File: src/rtl/debounce_multi.sv
// N-channel key debouncer: shared ms tick, per-channel sync, debounce, edges, long press.
// Optional auto-repeat pulses are built when DEBOUNCE_REPEAT_EN is defined.
module debounce_multi #(
  parameter int NUM_CH      = 4,
  parameter int CLK_FREQ_HZ = 80000000,
  parameter int DEBOUNCE_MS = 20,
  parameter int LONG_MS     = 1000,
  parameter bit IDLE_LEVEL  = 1'b1
`ifdef DEBOUNCE_REPEAT_EN
  , parameter int REPEAT_MS = 200
`endif
) (
  input  logic              clk,
  input  logic              rst_n,
  input  logic [NUM_CH-1:0] key_in,
  output logic [NUM_CH-1:0] key_out,
  output logic [NUM_CH-1:0] rise_pulse,
  output logic [NUM_CH-1:0] fall_pulse,
  output logic [NUM_CH-1:0] long_pulse,
  output logic              any_pressed,
  output logic [NUM_CH-1:0] repeat_pulse
);

  localparam int TICK_DIV = CLK_FREQ_HZ / 1000;
  localparam int TW = (TICK_DIV > 1) ? $clog2(TICK_DIV) : 1;
  localparam logic [TW-1:0] TICK_LAST = TW'(TICK_DIV - 1);
  localparam logic [7:0] DEB = 8'(DEBOUNCE_MS);
  localparam logic [15:0] LONG = 16'(LONG_MS);
  localparam logic [NUM_CH-1:0] IDLE = {NUM_CH{IDLE_LEVEL}};

  logic [TW-1:0]     tick_q, tick_d;
  logic              tick;
  logic [NUM_CH-1:0] sync0_q, sync1_q;
  logic [NUM_CH-1:0] cand_q, cand_d;
  logic [NUM_CH-1:0] key_q, key_d;
  logic [NUM_CH-1:0] rise_q, rise_d;
  logic [NUM_CH-1:0] fall_q, fall_d;
  logic [NUM_CH-1:0] long_q, long_d;
  logic              any_q, any_d;
  logic [NUM_CH-1:0] pressed;
  logic [NUM_CH-1:0] settle;
  logic [7:0]        stab_q [NUM_CH];
  logic [7:0]        stab_d [NUM_CH];
  logic [15:0]       hold_q [NUM_CH];
  logic [15:0]       hold_d [NUM_CH];

  assign tick    = (tick_q == TICK_LAST);
  assign tick_d  = tick ? '0 : tick_q + 1'b1;
  assign pressed = key_q ^ IDLE;
  assign any_d   = |pressed;

  always_comb begin
    cand_d = cand_q;
    key_d  = key_q;
    rise_d = '0;
    fall_d = '0;
    long_d = '0;
    settle = '0;
    for (int i = 0; i < NUM_CH; i++) begin
      stab_d[i] = stab_q[i];
      hold_d[i] = hold_q[i];
      // a moving input restarts the window even on a tick cycle
      if (sync1_q[i] != cand_q[i]) begin
        cand_d[i] = sync1_q[i];
        stab_d[i] = '0;
      end else if (tick && stab_q[i] < DEB) begin
        stab_d[i] = stab_q[i] + 8'd1;
      end
      settle[i] = (stab_q[i] == DEB) && (key_q[i] != cand_q[i]);
      if (settle[i]) begin
        key_d[i]  = cand_q[i];
        rise_d[i] = cand_q[i];
        fall_d[i] = ~cand_q[i];
      end
      if (!pressed[i]) begin
        hold_d[i] = '0;
      end else if (tick && hold_q[i] < LONG) begin
        hold_d[i] = hold_q[i] + 16'd1;
        long_d[i] = (hold_q[i] == LONG - 16'd1);
      end
    end
  end

  always_ff @(posedge clk) begin
    if (!rst_n) begin
      tick_q  <= '0;
      sync0_q <= IDLE;
      sync1_q <= IDLE;
      cand_q  <= IDLE;
      key_q   <= IDLE;
      rise_q  <= '0;
      fall_q  <= '0;
      long_q  <= '0;
      any_q   <= 1'b0;
      for (int i = 0; i < NUM_CH; i++) begin
        stab_q[i] <= '0;
        hold_q[i] <= '0;
      end
    end else begin
      tick_q  <= tick_d;
      sync0_q <= key_in;
      sync1_q <= sync0_q;
      cand_q  <= cand_d;
      key_q   <= key_d;
      rise_q  <= rise_d;
      fall_q  <= fall_d;
      long_q  <= long_d;
      any_q   <= any_d;
      for (int i = 0; i < NUM_CH; i++) begin
        stab_q[i] <= stab_d[i];
        hold_q[i] <= hold_d[i];
      end
    end
  end

  assign key_out     = key_q;
  assign rise_pulse  = rise_q;
  assign fall_pulse  = fall_q;
  assign long_pulse  = long_q;
  assign any_pressed = any_q;

`ifdef DEBOUNCE_REPEAT_EN
  localparam logic [15:0] RPT = 16'(REPEAT_MS);

  logic [15:0]       rc_q [NUM_CH];
  logic [15:0]       rc_d [NUM_CH];
  logic [NUM_CH-1:0] rep_q, rep_d;

  always_comb begin
    rep_d = '0;
    for (int i = 0; i < NUM_CH; i++) begin
      rc_d[i] = rc_q[i];
      // releasing this cycle silences any repeat due now
      if (!pressed[i] || (settle[i] && cand_q[i] == IDLE_LEVEL)) begin
        rc_d[i] = '0;
      end else if (tick && hold_q[i] == LONG) begin
        if (rc_q[i] == RPT - 16'd1) begin
          rc_d[i]  = '0;
          rep_d[i] = 1'b1;
        end else begin
          rc_d[i] = rc_q[i] + 16'd1;
        end
      end
    end
  end

  always_ff @(posedge clk) begin
    if (!rst_n) begin
      rep_q <= '0;
      for (int i = 0; i < NUM_CH; i++) rc_q[i] <= '0;
    end else begin
      rep_q <= rep_d;
      for (int i = 0; i < NUM_CH; i++) rc_q[i] <= rc_d[i];
    end
  end

  assign repeat_pulse = rep_q;
`else
  assign repeat_pulse = '0;
`endif

endmodule
File: config.mk
export PLATFORM = sky130hd
export DESIGN_NAME = debounce_multi
export DESIGN_NICKNAME = d
export VERILOG_FILES = /design/src/rtl/debounce_multi.sv
export SDC_FILE = /design/constraint.sdc
export NUM_CORES = 1
export LEC_CHECK = 0
export ABC_CLOCK_PERIOD_IN_PS = 1950
export CORE_AREA = 2 2 116 118
export CTS_CLUSTER_SIZE = 20
export DETAILED_ROUTE_END_ITERATION = 8
export DIE_AREA = 0 0 118 120
export PLACE_DENSITY = 0.71
export SETUP_SLACK_MARGIN = 0.2
export SYNTH_ARGS = -nofsm -noshare
export SYNTH_HDL_FRONTEND = slang
export SYNTH_SLANG_ARGS = --single-unit
File: constraint.sdc
create_clock -name clk -period 1.95 [get_ports clk]
set_input_delay 0.4875 -clock clk [delete_from_list [all_inputs] [get_ports clk]]
set_output_delay 0.4875 -clock clk [all_outputs]
set_load 0.05 [all_outputs]
# Word level (Yosys, flattened, before mapping)
# Memories as Yosys holds them, arrays and structs flattened.
# Cells that the tools add are included.
# W data, S select, Z words.
# word_totals
regBits	46
wordCells	122
mem_bits_rw	96
output_inout_bits	21
n_memories	2
input_bits	6
# classes
mux	26
n_addsub	9
reduce_logical	22
eq_ne	17
order_cmp	8
n_bitwise	14
# memory_table
memory	words	width	rd	rd_ports_with_merged_regs	write_ports	line_no	source
hold_q	4	16	4	0	4	44	logic [15:0] hold_q [NUM_CH];
stab_q	4	8	4	0	4	42	logic [7:0] stab_q [NUM_CH];
# ops
operator	count
$mux W16	12
$mux W8	12
$add A16 B1 Y16 const B	4
$eq A16 B10 Y1 const B	4
$lt A16 B10 Y1 const B	4
$add A8 B1 Y8 const B	4
$eq A8 B5 Y1 const B	4
$lt A8 B5 Y1 const B	4
$add A17 B1 Y17 const B	1
$eq A17 B17 Y1 const B	1
$logic_and A1 B1 Y1	12
$reduce_and A3 Y1	4
$ne A1 B1 Y1	8
$or A1 B1 Y1	8
$reduce_and A2 Y1	4
$not A1 Y1	5
$not A4 Y4	1
$reduce_or A4 Y1	1
$mux W1	2
$reduce_or A2 Y1	1

# Longest topological paths before layout
# An unclocked memory read counts as a cell.
# depth
depth_word	6
depth_mapped	8
ltp_nobuf	6

# Least setup slack after synthesis
# Ideal clock, no wire load.
# synth_path
path_type	register to register
start	reg tick_q[8]
end	mem hold_q[0][5]
t_required_ns	1.879
path_buffers	1
path_stages_with_launch	6
setup_time_ns	0.071
synth_period_minus_slack_ns	2.052
arrival_time_ns	1.981
slack_ns	-0.102
cell_sequence	dfxtp_1 or4b_4 or3_1 buf_2 or4_1 a21oi_1
# synth_lines
element	line_no	source
from (decl)	31	logic [TW-1:0] tick_q, tick_d;
from (signal assigned)	100	tick_q <= tick_d;
to (decl)	44	

==> impl_metrics.env <==
export IMPL_reg2reg_depth=6
export IMPL_synth_area_mux_share_pct=1.23
export IMPL_clkSinkCount=142
export IMPL_relSlewSlack_pct=55.5
export IMPL_routedWlPerCell_um=16.6
export IMPL_endpoint_kind="flop"
export IMPL_min_from="sync0_q[0]$_SDFF_PN1_"
export IMPL_fin_ws_ns=-0.0798
export IMPL_num_io_pins=27
export IMPL_rsz0062_at_grt="true"
export IMPL_start_util_pct=43.9
export IMPL_drtAntennaViolNets=0
export IMPL_cp_slowest_cell="or3_4"
export IMPL_yosysSeqAreaShare_pct=49.9
export IMPL_die_w_um=118
export IMPL_grt_pass1_wl_um=24400
export IMPL_clock_path_buffers=2
export IMPL_grt_pass1_vias=5128
export IMPL_antennaDiodeCount=0
export IMPL_track_usage_pct=21.4
export IMPL_cts_tree="yes"
export IMPL_seqCellArea_um2=2850
export IMPL_slowest_delay_ns=0.49
export IMPL_min_period_ns=2.03
export IMPL_synth_seq_cells=142
export IMPL_rows=42
export IMPL_htreeDepth=4
export IMPL_synthAdderAreaFrac_pct=2.86
export IMPL_area_growth_syn_to_layout_pct=45.1
export IMPL_outcome="finished, violations left"
export IMPL_synthSimpleGateAreaFrac_pct=28.8
export IMPL_avgSynthCellArea_um2=9.19
export IMPL_placed_cell_area_um2=6540
export IMPL_arrival_ns=2.38
export IMPL_place_congestion=0.860
export IMPL_period_share_pct=104
export IMPL_worst_r2r_endpoint="hold_q[0][5]$_SDFFE_PN0P_"
export IMPL_async_flop_share_pct=0
export IMPL_fmax_mhz=493
export IMPL_num_fill_cells=960
export IMPL_whs_ns=0.407
export IMPL_synth_flop_cell="dfxtp_1"
export IMPL_largest_register_ffs=64
export IMPL_synthXorXnorAreaFrac_pct=7.84
export IMPL_path_clk_slew_ns=0.06
export IMPL_worstHoldPathCells=1
export IMPL_synth_top_family_by_area="simple AND/OR/NAND/NOR gates"
export IMPL_top_register="hold_q"
export IMPL_grt_overflow_total=0
export IMPL_antenna_found_initial=0
export IMPL_setup_violations=11
export IMPL_routed_via_count=5065
export IMPL_critPathKind="flop to flop"
export IMPL_die_y_um=120
export IMPL_first_pass_iters=5
export IMPL_multiInputGateArea_um2=3510
export IMPL_layout_nets=747
export IMPL_drc=0
export IMPL_p_leak_nw=2.99
export IMPL_viasPerCell=5.53
export IMPL_synth_cells=620
export IMPL_skew_ns=0.00925
export IMPL_rrSetupSlack_ns=-0.08
export IMPL_timing_rr_start="tick_q[1]$_SDFF_PP0_"
export IMPL_routed_wl_um=15200
export IMPL_dpl_worst_slack_ns=-0.207
export IMPL_pwr_density_cell_nw_per_um2=736
export IMPL_setup_tns_final_ns=-0.552
export IMPL_fin_area_um2=8260
export IMPL_layout_drive_gt1_share_pct=31.6
export IMPL_top_regs="hold_q x64, stab_q x32, tick_q x17"
export IMPL_yosysWarnings=0
export IMPL_ys_types=40
export IMPL_hpwl_um=8760
export IMPL_synth_edf_count=0
export IMPL_maxCapViolations=0
export IMPL_portBuffers=22
export IMPL_syn_cell_area_um2=5700
export IMPL_synth_compound_area_share_pct=5.84
export IMPL_cts_root_buf="clkbuf_16"
export IMPL_drt_iter0_markers=436
export IMPL_hold_viol_final=0
export IMPL_path_cells="ha_4, and3_4, nand4_1, or3_4, or4_1, a21oi_1"
export IMPL_max_vdd_ir_drop_mv=0.699
export IMPL_min_path_type="flop to flop"
export IMPL_startpoint_type="flop"
export IMPL_grt_max_degree=18
export IMPL_report_final_slew_viol_count=0
export IMPL_insertion_delay_ns=0.42
export IMPL_cp_max_fo=5
export IMPL_violations="setup timing"
export IMPL_numCtsBuffers=17
export IMPL_hold_end="sync1_q[0]$_SDFF_PN1_"
export IMPL_worstPathRequired_ns=2.30
export IMPL_tightestPinTransition_ns=0.665
export IMPL_power_w=0.00608
export IMPL_dieArea_um2=14200
export IMPL_core_area_um2=13000
## cells in the final DEF, fill, tap and decap left out, drive strengths merged, types with 19 or more instances in the layout
cell    Yosys  layout
and2       28      28
and3       24      24
buf        10      98
clkbuf     13      28
dfxtp     142     142
inv        23      23
nand2      29      29
nand3      31      31
nand4      19      19
nor2       77      77
nor4       33      33
xnor2      33      33
## logic make-up after synthesis
family	count (synthesis)
muxes	7
and+or+nand+nor	306
DFF	142
other	1
buffers and inverters	46
xor gates and xnor gates	51
adders and majority gates	13
AOI/OAI and AO/OA	54
## repair_timing
| action | in CTS | in global routing |
|---|---|---|
| gates cloned | 2 | 1 |
| endpoints found under the setup margin | 63 | 82 |
| gates resized for setup | 108 | 78 |
| setup buffers | 17 | 10 |
| hold endpoints to repair | 0 | 0 |
| pin swaps | 67 | 41 |
| hold buffers | 0 | 0 |
## layer usage
layer  wire [µm]  share of wire, %  vias up  track usage [%]
met2        7660                51      181             37.0
met5           0                 0        -                0
met4         488               3.2        0             7.68
met3         749               4.9       47             6.46
li1            -                 -     2387                -
met1        6270                41     2450             25.3
## how the worst max path moves through the flow
| stage | to | cells after the start | start | slack (ns) |
|---|---|---|---|---|
| final | hold_q[0][5]$_SDFFE_PN0P_ | 6 | tick_q[1]$_SDFF_PP0_ | -0.08 |
| after global routing | hold_q[3][8]$_SDFFE_PN0P_ | 6 | hold_q[3][12]$_SDFFE_PN0P_ | -0.16 |
| after CTS | hold_q[0][6]$_SDFFE_PN0P_ | 5 | tick_q[8]$_SDFF_PP0_ | -0.05 |
| after detailed placement | key_out[2]$_SDFFE_PN1P_ | 6 | rst_n | -0.21 |
| after global placement | key_out[2]$_SDFFE_PN1P_ | 6 | rst_n | -0.06 |
| after floorplan | hold_q[0][5]$_SDFFE_PN0P_ | 5 | tick_q[9]$_SDFF_PP0_ | 0.01 |
## cells in the mapped netlist (2+ instances only)
cell	instances	area, µm²
nor2b_1	2	12.5
mux2i_1	7	70.1
nor2_1	77	289
nor4_1	33	206
or4_1	8	60.1
a41oi_1	4	35.0
a311oi_1	2	17.5
or3_1	9	56.3
and3_1	24	150
nand3_1	31	155
buf_2	5	25.0
xor2_1	18	158
ha_1	13	163
o21a_1	3	22.5
nand2b_1	16	100
a31o_2	2	17.5
o31ai_1	3	22.5
nor4b_1	2	17.5
and2_1	28	175
and4_1	3	26.3
o211ai_1	5	37.5
buf_4	4	30.0
o21ai_0	18	90.1
a21oi_1	15	75.1
dfxtp_1	142	2840
nand4b_1	4	35.0
nand2_1	29	109
clkbuf_1	13	48.8
nand4_1	19	119
nor3_1	17	85.1
xnor2_1	33	289
inv_1	23	86.3
## power breakdown
part / internal (W) / switching, W
Combinational: 0.0000550 / 0.0000770
Clock: 0.00184 / 0.00118
Sequential: 0.00292 / 0.0000107
## layout make-up
type                       count  share of cell area [%]
multi-input combinational    435                    42.4
sequential                   142                    34.5
timing repair buffer         109                    12.8
clock buffer                  24                    5.83
tap                          176                    2.67
inverter                      23                    1.04
clock inverter                 7                   0.757
## worst max-delay path: cells and delay by family (launching register included)
kind | cells | cell delay, ns
DFF | 1 | 0.36
adders and majority gates | 1 | 0.13
AOI/OAI and AO/OA | 1 | 0.14
and+or+nand+nor | 4 | 1.33
## per-stage QoR
| step | utilization, % | cells |
|---|---|---|
| floorplan | - | 623 |
| global placement | 50.4 | 855 |
| detailed placement | 50.4 | 855 |
| CTS | 60.5 | 905 |
| global route | 63.7 | 916 |
| finish | 63.7 | 916 |
(Power assumes the default switching activity.)
